## src/rtl/regex_cmd_package.sv

```systemverilog
// Shared opcodes, status codes and command-field positions for the regex
// coprocessor command front-end.
package regex_cmd_package;

  typedef enum logic [7:0] {
    CMD_NOP                = 8'd0,
    CMD_WRITE              = 8'd1,
    CMD_READ               = 8'd2,
    CMD_START              = 8'd3,
    CMD_RESET              = 8'd4,
    CMD_READ_ELAPSED_CLOCK = 8'd5
  } cmd_op_e;

  typedef enum logic [2:0] {
    STATUS_IDLE     = 3'd0,
    STATUS_RUNNING  = 3'd1,
    STATUS_ACCEPTED = 3'd2,
    STATUS_REJECTED = 3'd3,
    STATUS_ERROR    = 3'd4
  } status_e;

  localparam int CMD_OP_LSB = 0;
  localparam int CMD_OP_MSB = 7;
  localparam int CMD_CH_LSB = 8;
  localparam int CMD_CH_MSB = 15;
  localparam int STATUS_W   = 3;

endpackage

```

## src/rtl/regex_channel_fsm.sv

```systemverilog
// One matching-core channel: status FSM, start/reset pulse generation and a
// saturating elapsed-cycle counter. state_o exposes the FSM state directly.
module regex_channel_fsm
  import regex_cmd_package::*;
#(
  parameter int CC_WIDTH = 32
) (
  input  logic                clk,
  input  logic                rst,
  input  logic                start_i,
  input  logic                reset_i,
  input  logic                done_i,
  input  logic                accept_i,
  input  logic                ptr_ok_i,
  output logic [2:0]          state_o,
  output logic [CC_WIDTH-1:0] count_o,
  output logic                start_pulse_o,
  output logic                rst_pulse_o
);

  status_e             state_q, state_d;
  logic [CC_WIDTH-1:0] count_q, count_d;
  logic                start_pulse_q, start_pulse_d;
  logic                rst_pulse_q, rst_pulse_d;

  always_ff @(posedge clk or posedge rst) begin
    if (rst) begin
      state_q       <= STATUS_IDLE;
      count_q       <= '0;
      start_pulse_q <= 1'b0;
      rst_pulse_q   <= 1'b0;
    end else begin
      state_q       <= state_d;
      count_q       <= count_d;
      start_pulse_q <= start_pulse_d;
      rst_pulse_q   <= rst_pulse_d;
    end
  end

  // A reset command outranks a same-cycle core_done.
  always_comb begin
    state_d       = state_q;
    count_d       = count_q;
    start_pulse_d = 1'b0;
    rst_pulse_d   = 1'b0;
    if (reset_i) begin
      state_d     = STATUS_IDLE;
      count_d     = '0;
      rst_pulse_d = 1'b1;
    end else begin
      case (state_q)
        STATUS_IDLE, STATUS_ACCEPTED, STATUS_REJECTED: begin
          if (start_i) begin
            if (ptr_ok_i) begin
              state_d       = STATUS_RUNNING;
              count_d       = '0;
              start_pulse_d = 1'b1;
            end else begin
              state_d = STATUS_ERROR;
            end
          end
        end
        STATUS_RUNNING: begin
          if (done_i) begin
            state_d = accept_i ? STATUS_ACCEPTED : STATUS_REJECTED;
          end else if (count_q != '1) begin
            count_d = count_q + CC_WIDTH'(1);
          end
        end
        default: ;
      endcase
    end
  end

  assign state_o       = state_q;
  assign count_o       = count_q;
  assign start_pulse_o = start_pulse_q;
  assign rst_pulse_o   = rst_pulse_q;

endmodule

```

## src/rtl/regex_cmd_controller.sv

```systemverilog
// Host command front-end: decodes the command registers into a shared BRAM
// port and N matching-core channels, and muxes status/data back to the host.
module regex_cmd_controller
  import regex_cmd_package::*;
#(
  parameter int REG_WIDTH  = 32,
  parameter int ADDR_WIDTH = 12,
  parameter int N_CHANNELS = 4,
  parameter int CC_WIDTH   = 32
) (
  input  logic                  clk,
  input  logic                  rst,
  input  logic [REG_WIDTH-1:0]  cmd_register,
  input  logic [REG_WIDTH-1:0]  address_register,
  input  logic [REG_WIDTH-1:0]  data_in_register,
  input  logic [REG_WIDTH-1:0]  start_cc_pointer_register,
  input  logic [REG_WIDTH-1:0]  end_cc_pointer_register,
  output logic [REG_WIDTH-1:0]  status_register,
  output logic [REG_WIDTH-1:0]  data_o_register,
  output logic                  mem_we,
  output logic                  mem_re,
  output logic [ADDR_WIDTH-1:0] mem_addr,
  output logic [REG_WIDTH-1:0]  mem_wdata,
  input  logic [REG_WIDTH-1:0]  mem_rdata,
  output logic [N_CHANNELS-1:0] core_start,
  output logic [N_CHANNELS-1:0] core_rst,
  output logic [REG_WIDTH-1:0]  core_start_cc,
  output logic [REG_WIDTH-1:0]  core_end_cc,
  input  logic [N_CHANNELS-1:0] core_done,
  input  logic [N_CHANNELS-1:0] core_accept
);

  logic [7:0] cmd_op, cmd_ch;
  logic       unused_cmd_bits;
  logic       ch_valid, cmd_edge, addr_oob, ptr_ok;
  logic       start_edge, reset_edge, elapsed_edge, sel_startable;
  logic [2:0]          sel_state;
  logic [CC_WIDTH-1:0] sel_cnt;
  logic [2:0]          ch_state [N_CHANNELS];
  logic [CC_WIDTH-1:0] ch_count [N_CHANNELS];

  logic [7:0]            prev_cmd_q;
  logic                  mem_we_q, mem_we_d, mem_re_q, mem_re_d, rd_pend_q;
  logic [ADDR_WIDTH-1:0] mem_addr_q, mem_addr_d;
  logic [REG_WIDTH-1:0]  mem_wdata_q, mem_wdata_d;
  logic                  err_q, err_d;
  logic [REG_WIDTH-1:0]  status_q, status_d, data_o_q, data_o_d;
  logic [REG_WIDTH-1:0]  start_cc_q, start_cc_d, end_cc_q, end_cc_d;

  assign cmd_op          = cmd_register[CMD_OP_MSB:CMD_OP_LSB];
  assign cmd_ch          = cmd_register[CMD_CH_MSB:CMD_CH_LSB];
  assign unused_cmd_bits = ^cmd_register[REG_WIDTH-1:CMD_CH_MSB+1];
  assign ch_valid        = 32'(cmd_ch) < N_CHANNELS;
  assign cmd_edge        = cmd_op != prev_cmd_q;
  assign start_edge      = cmd_edge && (cmd_op == CMD_START);
  assign reset_edge      = cmd_edge && (cmd_op == CMD_RESET);
  assign elapsed_edge    = cmd_edge && (cmd_op == CMD_READ_ELAPSED_CLOCK);
  assign addr_oob        = |address_register[REG_WIDTH-1:ADDR_WIDTH];
  assign ptr_ok          = start_cc_pointer_register <= end_cc_pointer_register;

  for (genvar g = 0; g < N_CHANNELS; g++) begin : g_ch
    regex_channel_fsm #(.CC_WIDTH(CC_WIDTH)) u_fsm (
      .clk          (clk),
      .rst          (rst),
      .start_i      (start_edge && (cmd_ch == 8'(g))),
      .reset_i      (reset_edge && (cmd_ch == 8'(g))),
      .done_i       (core_done[g]),
      .accept_i     (core_accept[g]),
      .ptr_ok_i     (ptr_ok),
      .state_o      (ch_state[g]),
      .count_o      (ch_count[g]),
      .start_pulse_o(core_start[g]),
      .rst_pulse_o  (core_rst[g])
    );
  end

  // Channels outside the implemented range read back as ERROR.
  always_comb begin
    sel_state = STATUS_ERROR;
    sel_cnt   = '0;
    for (int i = 0; i < N_CHANNELS; i++) begin
      if (cmd_ch == 8'(i)) begin
        sel_state = ch_state[i];
        sel_cnt   = ch_count[i];
      end
    end
  end

  assign sel_startable = (sel_state == STATUS_IDLE) || (sel_state == STATUS_ACCEPTED) ||
                         (sel_state == STATUS_REJECTED);

  always_comb begin
    mem_we_d    = 1'b0;
    mem_re_d    = 1'b0;
    mem_addr_d  = mem_addr_q;
    mem_wdata_d = mem_wdata_q;
    err_d       = err_q;
    data_o_d    = data_o_q;
    start_cc_d  = start_cc_q;
    end_cc_d    = end_cc_q;
    status_d    = '0;
    if ((cmd_op == CMD_WRITE) || (cmd_op == CMD_READ)) begin
      if (addr_oob) begin
        err_d = 1'b1;
      end else begin
        mem_addr_d = address_register[ADDR_WIDTH-1:0];
        mem_we_d   = cmd_op == CMD_WRITE;
        mem_re_d   = cmd_op == CMD_READ;
        if (cmd_op == CMD_WRITE) mem_wdata_d = data_in_register;
      end
    end
    if ((start_edge || reset_edge || elapsed_edge) && !ch_valid) err_d = 1'b1;
    if (reset_edge && ch_valid) err_d = 1'b0;
    if (start_edge && ch_valid && ptr_ok && sel_startable) begin
      start_cc_d = start_cc_pointer_register;
      end_cc_d   = end_cc_pointer_register;
    end
    // A fresh elapsed-count request takes the data register over a trailing read.
    if (rd_pend_q) data_o_d = mem_rdata;
    if (elapsed_edge && ch_valid) data_o_d = REG_WIDTH'(sel_cnt);
    status_d[STATUS_W-1:0] = sel_state;
    status_d[REG_WIDTH-1]  = err_d;
  end

  always_ff @(posedge clk or posedge rst) begin
    if (rst) begin
      prev_cmd_q  <= CMD_NOP;
      mem_we_q    <= 1'b0;
      mem_re_q    <= 1'b0;
      rd_pend_q   <= 1'b0;
      mem_addr_q  <= '0;
      mem_wdata_q <= '0;
      err_q       <= 1'b0;
      status_q    <= '0;
      data_o_q    <= '0;
      start_cc_q  <= '0;
      end_cc_q    <= '0;
    end else begin
      prev_cmd_q  <= cmd_op;
      mem_we_q    <= mem_we_d;
      mem_re_q    <= mem_re_d;
      rd_pend_q   <= mem_re_q;
      mem_addr_q  <= mem_addr_d;
      mem_wdata_q <= mem_wdata_d;
      err_q       <= err_d;
      status_q    <= status_d;
      data_o_q    <= data_o_d;
      start_cc_q  <= start_cc_d;
      end_cc_q    <= end_cc_d;
    end
  end

  assign mem_we          = mem_we_q;
  assign mem_re          = mem_re_q;
  assign mem_addr        = mem_addr_q;
  assign mem_wdata       = mem_wdata_q;
  assign status_register = status_q;
  assign data_o_register = data_o_q;
  assign core_start_cc   = start_cc_q;
  assign core_end_cc     = end_cc_q;

endmodule
```

## config.mk

```make
export PLATFORM = sky130hd
export DESIGN_NAME = regex_cmd_controller
export DESIGN_NICKNAME = d
export VERILOG_FILES = /design/src/rtl/regex_cmd_package.sv /design/src/rtl/regex_channel_fsm.sv /design/src/rtl/regex_cmd_controller.sv
export SDC_FILE = /design/constraint.sdc
export NUM_CORES = 1
export LEC_CHECK = 0
export BUFFER_PORTS_ARGS = -buffer_cell sky130_fd_sc_hd__buf_2
export CAP_MARGIN = 20
export CORE_UTILIZATION = 47
export CTS_BUF_LIST = sky130_fd_sc_hd__clkbuf_4 sky130_fd_sc_hd__clkbuf_8 sky130_fd_sc_hd__clkbuf_16
export DETAILED_ROUTE_END_ITERATION = 8
export HOLD_SLACK_MARGIN = 0.08
export PLACE_DENSITY = 0.71
export SETUP_SLACK_MARGIN = 0.4
export SLEW_MARGIN = 25
export SYNTH_ARGS = -nofsm -noshare
export SYNTH_HDL_FRONTEND = slang
export SYNTH_SLANG_ARGS = --single-unit
export TNS_END_PERCENT = 5
```

## constraint.sdc

```tcl
create_clock -name clk -period 14.45 [get_ports clk]
set_input_delay 1.445 -clock clk [delete_from_list [all_inputs] [get_ports clk]]
set_output_delay 1.445 -clock clk [all_outputs]
set_load 0.03 [all_outputs]
```

# After elaboration in Yosys (flattened, before gate mapping)
# Cells that the tools add are included.
# op_classes
n_lt_le_gt_ge	2
bitwise	1
n_eq_ne	47
add_sub_neg	4
n_reduce_logical	49
n_mux	77
# op_table
op	count
2-to-1 mux 32 bit	23
one-hot mux 32 bit (2 select lines)	4
adder 32 x 1 -> 32 bit (second input constant)	4
!= test 32 bit (second input constant)	4
2-to-1 mux 3 bit	17
!= test 3 x 2 -> 1 bit (second input constant)	12
== test 8 x 2 -> 1 bit (second input constant)	4
less-or-equal comparator 32 bit	1
== test 3 x 2 -> 1 bit (second input constant)	10
2-to-1 mux 1 bit	29
!= test 3 x 1 -> 1 bit (second input constant)	8
one-hot mux 3 bit (2 select lines)	4
AND reduction 5 bit	4
OR reduction 20 bit	1
logical AND 1 bit	17
== test 8 x 1 -> 1 bit (second input constant)	2
== test 8 x 3 -> 1 bit (second input constant)	2
zero test 3 bit	5
AND reduction 3 bit	5
== test 3 x 1 -> 1 bit (second input constant)	4
nonzero test 3 bit	4
OR reduction 3 bit	4
zero test 8 bit	1
< comparator 8 x 3 -> 1 bit (second input constant)	1
6 further kinds	10
# word_totals
inputBits	202
reg_bits	304
output_inout_bits	182

# Depth between registers and ports, before layout
# Gate-level depths: netlist of run 1.
# logic_depth
depth_word	9
ltp_mapped	11

# By module
# From an unflattened synthesis of run 1, not the netlist that was laid out.
# unflattened
hier_cells	1704
hier_area_um2	17666.9
# by_module_without_submodules
module	cells_each	area_per_inst_um2	instances
regex_channel_fsm	269	2331.0	4
regex_cmd_controller	628	8343.0	1

# Worst setup path after synthesis of run 1
# Ideal clock, no wire load.
# synth_timing
path_kind	input port to flip-flop
startpoint	input end_cc_pointer_register[19]
endpoint	register end_cc_q[0] (netlist: core_end_cc[0])
arrival_time_ns	4.032
required_ns	14.325
slack_ns	10.293
n_path_buf	2
cell_stages	11
setup_time_ns	0.125
cell_sequence	inv_1 ha_1 a21oi_1 o21ai_0 a221o_1 o31ai_1 nand2_1 a2111o_1 clkbuf_1 clkbuf_1 mux2_2
# synth_via
elab_chain_len	3
# synth_rtl
element	line	text
start: declaration	regex_cmd_controller.sv:17	input logic [REG_WIDTH-1:0] end_cc_pointer_register,
less-or-equal comparator 32 bit	regex_cmd_controller.sv:59	assign ptr_ok = start_cc_pointer_register <= end_cc_pointer_register;
logical AND 1 bit (2 in a row)	regex_cmd_controller.sv:114	if (start_edge && ch_valid && ptr_ok && sel_startable) begin
end signal: assignment	regex_cmd_controller.sv:149	end_cc_q <= end_cc_d;
end: declaration	regex_cmd_controller.sv:48	logic [REG_WIDTH-1:0] start_cc_q, start_cc_d, end_cc_q, end_cc_d;
# No other way between the ends.
# A chain may end at the register's enable or synchronous reset.

# Worst setup path in the final report of run 1
# layout_timing
startpoint	input cmd_register[5]
endpoint	register g_ch[1].u_fsm.count_q[15]
# layout_via
elab_chain_len	5
# layout_rtl
element	line	text
start: declaration	regex_cmd_controller.sv:13	input logic [REG_WIDTH-1:0] cmd_register,
!= test 8 bit or == test 8 x 3 -> 1 bit (tied branches)	regex_cmd_controller.sv:54, regex_cmd_controller.sv:56	
logical AND 1 bit (*)	regex_cmd_controller.sv:56	assign reset_edge = cmd_edge && (cmd_op == CMD_RESET);
logical AND 1 bit (*)	regex_cmd_controller.sv:66	.reset_i (reset_edge && (cmd_ch == 8'(g))),
named net g_ch[1].u_fsm.reset_i	regex_channel_fsm.sv:11	input logic reset_i,
!= test 3 x 1 -> 1 bit (no source line) (tied with other cells)	--	
AND reduction 5 bit (no source line)	--	
end signal: assignment	regex_channel_fsm.sv:34	count_q <= count_d;
end: declaration	regex_channel_fsm.sv:22	logic [CC_WIDTH-1:0] count_q, count_d;
# The timed path passes the listed nets; every way through them passes the cells marked *.

==> results summary, run 1 <==
The run finished with clean final reports. The number of synthesized flops with an enable pin came out at 0. The worst-margin pin slew came out at 1.05 ns. The utilization of the core after routing is 57.2%. Summing every instance area after synthesis gives 16,600 µm². The fraction of synthesis flops using an asynchronous set or reset pin is 100%. Once detailed placement completed, the half-perimeter wirelength came to 36,600 µm. The kind of end point of the critical path is a flop. The count of nets after finishing came out at 2,111. The final routed wirelength across all metal layers is 50,200 µm.

Based on the critical path, the design can be clocked at up to 214 MHz. Leaving out fill and tap cells, the most frequent cells in the layout are sky130_fd_sc_hd__buf_2 (339), sky130_fd_sc_hd__dfrtp_1 (302), sky130_fd_sc_hd__nand2_1 (115), sky130_fd_sc_hd__mux2_2 (110), sky130_fd_sc_hd__a21oi_1 (97). The worst setup path is of the in -> reg kind.

Of the available clock period, the critical path in the final layout requires 32.3%. The count of buffers added by post-CTS timing repair for setup came out at 0. The starting utilization of the core area came out at 47.9%. For this block, the via count after detailed routing is 14,300. The number of antenna violations at the first check in global routing is 8.

The biggest fanout along the worst timing path is 24. Relative to the synthesized area, the layout overhead comes to 19.4%. After synthesis, the mean cell area works out to 10.5 µm². The multiplexer fraction of the synthesized cell area came out at 14.4%. The last element of the critical path is g_ch[1].u_fsm.count_o[15]$_DFFE_PP0P_. The filler cell count is 2,962. Setup slack on the critical path of the routed design comes to 9.78 ns. The highest layer touched by signal routing is met5.

The wire length on met1 came out at 19,600 µm. The die span in y came out at 190 µm. The dominant synthesized flop cell is sky130_fd_sc_hd__dfrtp_1. The top-level I/O count came out at 384. The number of synthesized register bits came out at 303. The via-per-instance ratio is 6.04. The total routing resource utilization after global routing came out at 27.8%. Measured in cells, the most critical reg-to-reg path has a length of 7. For the finished layout, the period the worst path requires is 4.67 ns. For this block, the initial DRC count from the detailed router was 1,147. The total power divided by cell area is 117 nW/µm². The final setup violation count is 0. The count of endpoints failing hold in the final timing report is 0. Across the run, the number of max-cap violations was 0. The worst reg2reg path startpoint is prev_cmd_q[1]$_DFF_PP0_.

The main combinational cell family by area after synthesis is compound AO/OA/AOI/OAI gates. The wire length of the first global-routing pass came out at 78,000 µm. Entering global routing, the biggest net connects 129 pins.

The overall power consumption is 2.33 mW. The via count of the first global-routing pass is 14,000. The multi-input combinational cell area came out at 8320 µm². The cell count after synthesis came out at 1,576. The sequential cell area came out at 7580 µm². The count of nets left with antenna violations once routing finished came out at 0. CTS built an H-tree with a depth of 2. TritonCTS created 36 clock buffers. For this run, the number of standard cells in the final layout without fillers is 2,361. STA classifies the critical path startpoint as a primary input. The proportion of layout cells with a drive suffix above 1 came out at 32.1%. The average wire per cell in the routed design is 21.3 µm. The routed length on met3 is 4200 µm. Counting every sink on the clock net gives 303.

The count of unresolved DRC violations after routing came out at 0. The endpoint identified for the worst register-to-register timing path is g_ch[1].u_fsm.count_o[15]$_DFFE_PP0P_. The synthesized-area fraction occupied by xor and xnor cells came out at 0.422%. TritonCTS built the clock tree. After clock tree synthesis, the repair step resized 0 gates.

For the worst setup path, the data required time is 14.82 ns. The synthesized netlist devotes 17.4% of its cell area to compound gates. In this run the deepest clock path goes through 3 buffers.

After Yosys synthesis, full adders, half adders and majority gates account for 2.71% of the synthesized area. The number of buffers added to fix hold violations after cts is 0. The weighted congestion reported at the end of routability-driven placement came out at 0.931. The length of the first detailed-routing pass in iterations came out at 6. The total met2 wirelength after detailed routing is 24,500 µm. The horizontal die dimension came out at 190 µm.

The number of unique standard cell types used by synthesis is 74. STA puts the critical path data arrival time at 5.04 ns. Setup repair after global routing left no endpoint under its margin. The number of placement rows is 68. The final number of max-transition violations is 0. The post-placement worst setup slack is 9.25 ns. The total negative slack came out at 0 ns.

The area of the die is 36,100 µm². The class of the tightest hold or removal check is reg -> reg. The synthesized-area fraction occupied by and/or/nand/nor cells is 14.0%. The analysis attributes to cell leakage a power of 9.47 nW. The clock latency on the worst-skew pair is 0.53 ns. In this run the standard cell core region covers 34,600 µm².

The total of warnings raised by yosys is 0. Input and output buffers added on the ports amount to 339. The maximum ir drop on the vdd rail came out at 0.0000778 V. The remaining global-route overflow came out at 0. In this run the worst setup path begins at cmd_register[5]. The clock transition at the registers of the reported paths is 0.06 ns. Clock tree synthesis selected as its root buffer the cell sky130_fd_sc_hd__clkbuf_16.

The worst slew slack as a fraction of its limit came out at 29.9%. The post-synthesis sequential area ratio is 45.7%. The setup skew after layout is 0.0157 ns.

The total placed cells including tap cells is 2,289. The reg2reg setup slack came out at 10.86 ns. The commonest non-fill, non-tap cell in the layout is sky130_fd_sc_hd__buf_2.
## power by group
part           leakage (nW)  switching (mW)  internal (mW)  total (mW)
Clock                 0.635           0.368          0.589       0.958
Sequential             4.15          0.0798          0.899       0.979
Combinational          4.69           0.248          0.144       0.392
Total                  9.47           0.696           1.63        2.33
## critical path, stage by stage
cell and delay (ns):
sky130_fd_sc_hd__buf_2 0.12, sky130_fd_sc_hd__or4_4 0.56, sky130_fd_sc_hd__or4b_1 0.71, sky130_fd_sc_hd__a2111oi_4 0.77
sky130_fd_sc_hd__nor2_2 0.38, sky130_fd_sc_hd__and3_1 0.58, sky130_fd_sc_hd__a41oi_1 0.39, sky130_fd_sc_hd__a31oi_1 0.07
## through the flow
stage,hold slack (ns),area (µm²)
2_1_floorplan,0.455,16700
3_3_place_gp,0.406,18500
3_5_place_dp,0.406,18500
4_1_cts,0.414,19800
5_1_grt,0.425,19800
6_report,0.398,19800
## logic make-up (layout without fill, tap and decap cells)
kind of cell	after synthesis	count (layout)
buffers and inverters	182	479
other	1	34
adder cells (fa/ha/maj)	36	36
AO/OA/AOI/OAI	409	409
AND/OR/NAND/NOR	455	455
XOR/XNOR	8	8
flip-flops	303	303
multiplexers	182	182
## synthesized netlist by cell type (10+ instances only)
cell type	count	share of area, %
sky130_fd_sc_hd__a21o_1	16	0.72
sky130_fd_sc_hd__and4_1	15	0.79
sky130_fd_sc_hd__a31oi_4	10	1.3
sky130_fd_sc_hd__buf_4	39	1.8
sky130_fd_sc_hd__a31oi_1	70	2.6
sky130_fd_sc_hd__clkbuf_1	67	1.5
sky130_fd_sc_hd__o21ai_0	70	2.1
sky130_fd_sc_hd__and2_1	16	0.60
sky130_fd_sc_hd__a41oi_1	26	1.4
sky130_fd_sc_hd__inv_1	57	1.3
sky130_fd_sc_hd__dfrtp_1	303	46
sky130_fd_sc_hd__ha_1	36	2.7
sky130_fd_sc_hd__nor3_1	20	0.60
sky130_fd_sc_hd__and3_1	36	1.4
sky130_fd_sc_hd__mux2_2	110	7.5
sky130_fd_sc_hd__mux2i_1	37	2.2
sky130_fd_sc_hd__nor2_1	89	2.0
sky130_fd_sc_hd__o31ai_1	24	1.1
sky130_fd_sc_hd__o311ai_0	27	1.4
sky130_fd_sc_hd__mux4_2	35	4.7
sky130_fd_sc_hd__nand2_1	115	2.6
sky130_fd_sc_hd__nor4_1	21	0.79
sky130_fd_sc_hd__nand3_1	71	2.1
sky130_fd_sc_hd__a21oi_1	98	3.0
sky130_fd_sc_hd__o21a_1	10	0.45
sky130_fd_sc_hd__nand4_1	22	0.83
## worst min-delay path by stage
stage                                               start                                     to  slack, ns  cells past startpoint
finish                                   mem_re$_DFF_PP0_                    rd_pend_q$_DFF_PP0_       0.40                      0
global route                             mem_re$_DFF_PP0_                    rd_pend_q$_DFF_PP0_       0.43                      0
CTS                                      mem_re$_DFF_PP0_                    rd_pend_q$_DFF_PP0_       0.41                      0
detailed placement                       mem_re$_DFF_PP0_                    rd_pend_q$_DFF_PP0_       0.41                      0
global placement                         mem_re$_DFF_PP0_                    rd_pend_q$_DFF_PP0_       0.41                      0
floorplan           g_ch[0].u_fsm.count_o[24]$_DFFE_PP0P_  g_ch[0].u_fsm.count_o[24]$_DFFE_PP0P_       0.46                      1
## layer usage
metal  vias up  track usage (%)
met2       696             46.6
met1      6972             34.8
met3       113             5.87
met4         2             11.6
met5         -                0
li1       6482                -
## layout make-up
type	count	area share (%)
inverter	57	1.12
clock buffer	53	5.62
sequential	303	38.3
multi-input combinational	1118	42.0
antenna	6	0.0757
timing repair buffer	357	9.34
clock inverter	12	0.751
tap	455	2.87
## registers in the layout, summed over array words and instances (netlist names)
name	flops
g_ch.u_fsm.count_o	128
core_end_cc	32
core_start_cc	32
data_o_register	32
mem_wdata	32
g_ch.u_fsm.state_o	12
mem_addr	12
prev_cmd_q	8
g_ch.u_fsm.rst_pulse_o	4
g_ch.u_fsm.start_pulse_o	4
status_register	4
mem_re	1
mem_we	1
rd_pend_q	1
Power figures use the tool's default switching activity.
==> run 2: changes to the inputs <==
Clock period 14.45 ns to 4.7 ns, I/O delays scaled along.
==> results summary, run 2 (synthesized netlist as in run 1, its figures left out) <==
The flow ran to the end, and the final reports show no timing, DRC or antenna violations. The root buffer selected by CTS is sky130_fd_sc_hd__clkbuf_16. The cell depth of the worst flop-to-flop path came out at 9. 384 I/O pins were placed.

The startpoint identified for the worst register-to-register timing path is g_ch[0].u_fsm.count_o[0]$_DFFE_PP0P_. The sequential cell area is 7580 µm². The final routed wirelength across all metal layers is 50,700 µm. At the later pin of the worst-skew pair, clock insertion delay measures 0.53 ns.

The core region is 34,600 µm². The net count of the finished layout is 2,121. Setup repair after global routing left no endpoint under its margin.

The number of antenna violations at the first check in global routing is 8. The worst-margin pin slew came out at 1.14 ns. The die is 190 µm wide. The number of buffers added by the clock tree synthesis step came out at 34. The via-per-instance ratio is 6.02. The final number of max-transition violations came to 0.

The total vias in the final route is 14,300. The number of gates resized after cts came out at 0. The weighted congestion reported at the end of routability-driven placement came out at 0.971. The area of the die came out at 36,100 µm².

The starting utilization of the core area is 47.9%. The total power divided by cell area is 360 nW/µm². The clock transition at the registers of the reported paths is 0.06 ns. The CTS H-tree depth is 2. The pin count of the biggest net entering global routing is 121.

The worst path required time is 5.14 ns. Summed over all failing endpoints, the final setup total negative slack is 0 ns. The count of endpoints failing hold in the final timing report is 0. The worst slew slack as a fraction of its limit came out at 23.1%. After global routing the overflow that remains totals 0. The library cell used most frequently in the layout, excluding fill and tap cells, is sky130_fd_sc_hd__buf_2. The maximum clock frequency came out at 256 MHz. Summed over all nets, wire length on met2 after detailed routing comes to 24,000 µm. Measured along the y axis, the die boundary spans 190 µm. The kind of start point of the critical path is a primary input. The flip-flop count of the largest register after layout is 128. The critical path's largest stage delay is 0.71 ns.

The average wire per cell in the routed design came out at 21.4 µm. The post-route netlist has 32.2% of its cells at a drive strength greater than 1. In the final layout, the multi-input gates occupy 8290 µm². The clock tree buffer depth is 3. The critical path starts at cmd_register[5]. The final setup violation count came out at 0. The highest layer touched by signal routing is met4.

The CTS tree is built. The top cell types in the final layout, fill and taps aside, are sky130_fd_sc_hd__buf_2 (339), sky130_fd_sc_hd__dfrtp_1 (302), sky130_fd_sc_hd__nand2_1 (115), sky130_fd_sc_hd__mux2_2 (110), sky130_fd_sc_hd__a21oi_1 (97). The overall power consumption came out at 7.14 mW.

For flop-to-flop paths, the worst setup slack is 1.24 ns. The last element of the critical path is g_ch[2].u_fsm.count_o[1]$_DFFE_PP0P_. Relative to the synthesized area, the layout overhead comes to 19.6%. The clock period could shrink to 3.91 ns. The number of placement rows came out at 68.

The length of the first detailed-routing pass in iterations is 7. In this run the worst hold path is classified as in -> reg. The finished cells cover 19,900 µm². STA classifies the critical path endpoint as a flop. The slowest stage of the critical path belongs to the cell sky130_fd_sc_hd__or4b_1. The half-perimeter wire length after placement is 37,500 µm. The endpoint identified for the worst register-to-register timing path is g_ch[0].u_fsm.count_o[23]$_DFFE_PP0P_. For this block, the initial DRC count from the detailed router was 1,137.

The worst-case IR drop observed on VDD is 0.000245 V. The remaining antenna violation count came out at 0. Timing analysis after detailed placement gives a worst setup slack of 0.756 ns. Walking the worst path, the cells encountered are dlygate4sd3_1, buf_2, or4_4, or4b_1, a2111oi_4, a21oi_1, and2_1, a21oi_1, mux2i_1. The routed length on met3 is 4410 µm.

The worst hold slack across all endpoints is 0.0977 ns. The worst setup slack after layout is 0.793 ns. The quantity of I/O buffers inserted on ports is 339. The reported max-cap violation count is 0. The instance area after placement is 18,600 µm². The worst hold path begins at cmd_register[6]. The filler cell count is 2,968. The static leakage power came out at 9.50 nW. The type of the setup path with the least slack is in -> reg. The via count of the first global-routing pass came to 14,000. The cell that appears most often on the critical path is sky130_fd_sc_hd__a21oi_1.

The setup skew after layout came out at 0.0234 ns. The count of unresolved DRC violations after routing is 0. For this run, the total global-route usage over all layers was measured as 28.0%.

The clock sink count came out at 303. After layout, the worst path uses 83.1% of the clock period. The wire length of the first global-routing pass came out at 78,700 µm. The biggest fanout along the worst timing path came out at 24. The detailed router put a total of 19,700 µm of wire on met1.

For the worst setup path, the data arrival time is 4.35 ns.
run 2: cell count changes in the layout (fill, tap and decap cells not counted), sizes merged, moves of 2 or more:
cell / delta
clkbuf: -13
buf: +11
bufinv: +4
clkinv: +2
clkinvlp: +2
run 2: final cells by class:
type,count,area share (%)
Antenna cell,5,0.0630
Clock buffer,40,4.58
Inverter,57,1.10
Timing Repair Buffer,369,9.88
Sequential cell,303,38.2
Multi-Input combinational cell,1118,41.7
Clock inverter,21,1.59
Tap cell,455,2.87
run 2: per-layer routing:
layer	global-route usage, %	vias up
li1	-	6505
met1	35.3	6888
met2	46.1	748
met3	5.29	123
met4	14.1	0
met5	0	-
run 2: worst min path at each step:
stage / to / slack, ns / depth (start not counted)
after global routing: prev_cmd_q[6]$_DFF_PP0_ / 0.09 / 1
after global placement: g_ch[0].u_fsm.count_o[21]$_DFFE_PP0P_ / 0.48 / 1
after floorplan: g_ch[0].u_fsm.count_o[24]$_DFFE_PP0P_ / 0.46 / 1
after detailed placement: core_start_cc[23]$_DFFE_PP0P_ / 0.49 / 1
after CTS: prev_cmd_q[6]$_DFF_PP0_ / 0.08 / 1
final: prev_cmd_q[6]$_DFF_PP0_ / 0.1 / 1
run 2: worst max-delay path: cells and delay by family:
family / cells / cell delay, ns
AND/OR/NAND/NOR: 3 / 1.76
AO/OA/AOI/OAI: 3 / 1.22
buffers and inverters: 2 / 0.68
multiplexers: 1 / 0.22
run 2: through the flow:
stage                     util [%]  std cells
after global routing          57.3       2368
after detailed placement      53.7       2301
after floorplan                  -       1603
after CTS                     57.3       2363
after global placement        53.7       2301
final                         57.3       2368
run 2: power by group:
group / internal (mW) / leakage, nW / switching (mW)
clock network: 1.79 / 0.603 / 1.14
registers: 2.76 / 4.15 / 0.239
logic: 0.458 / 4.75 / 0.755
total: 5.01 / 9.50 / 2.13
run 2: repair_timing:
action,CTS,global route
hold buffers,1,0
endpoints found under the hold margin,1,0
buffers inserted,0,0
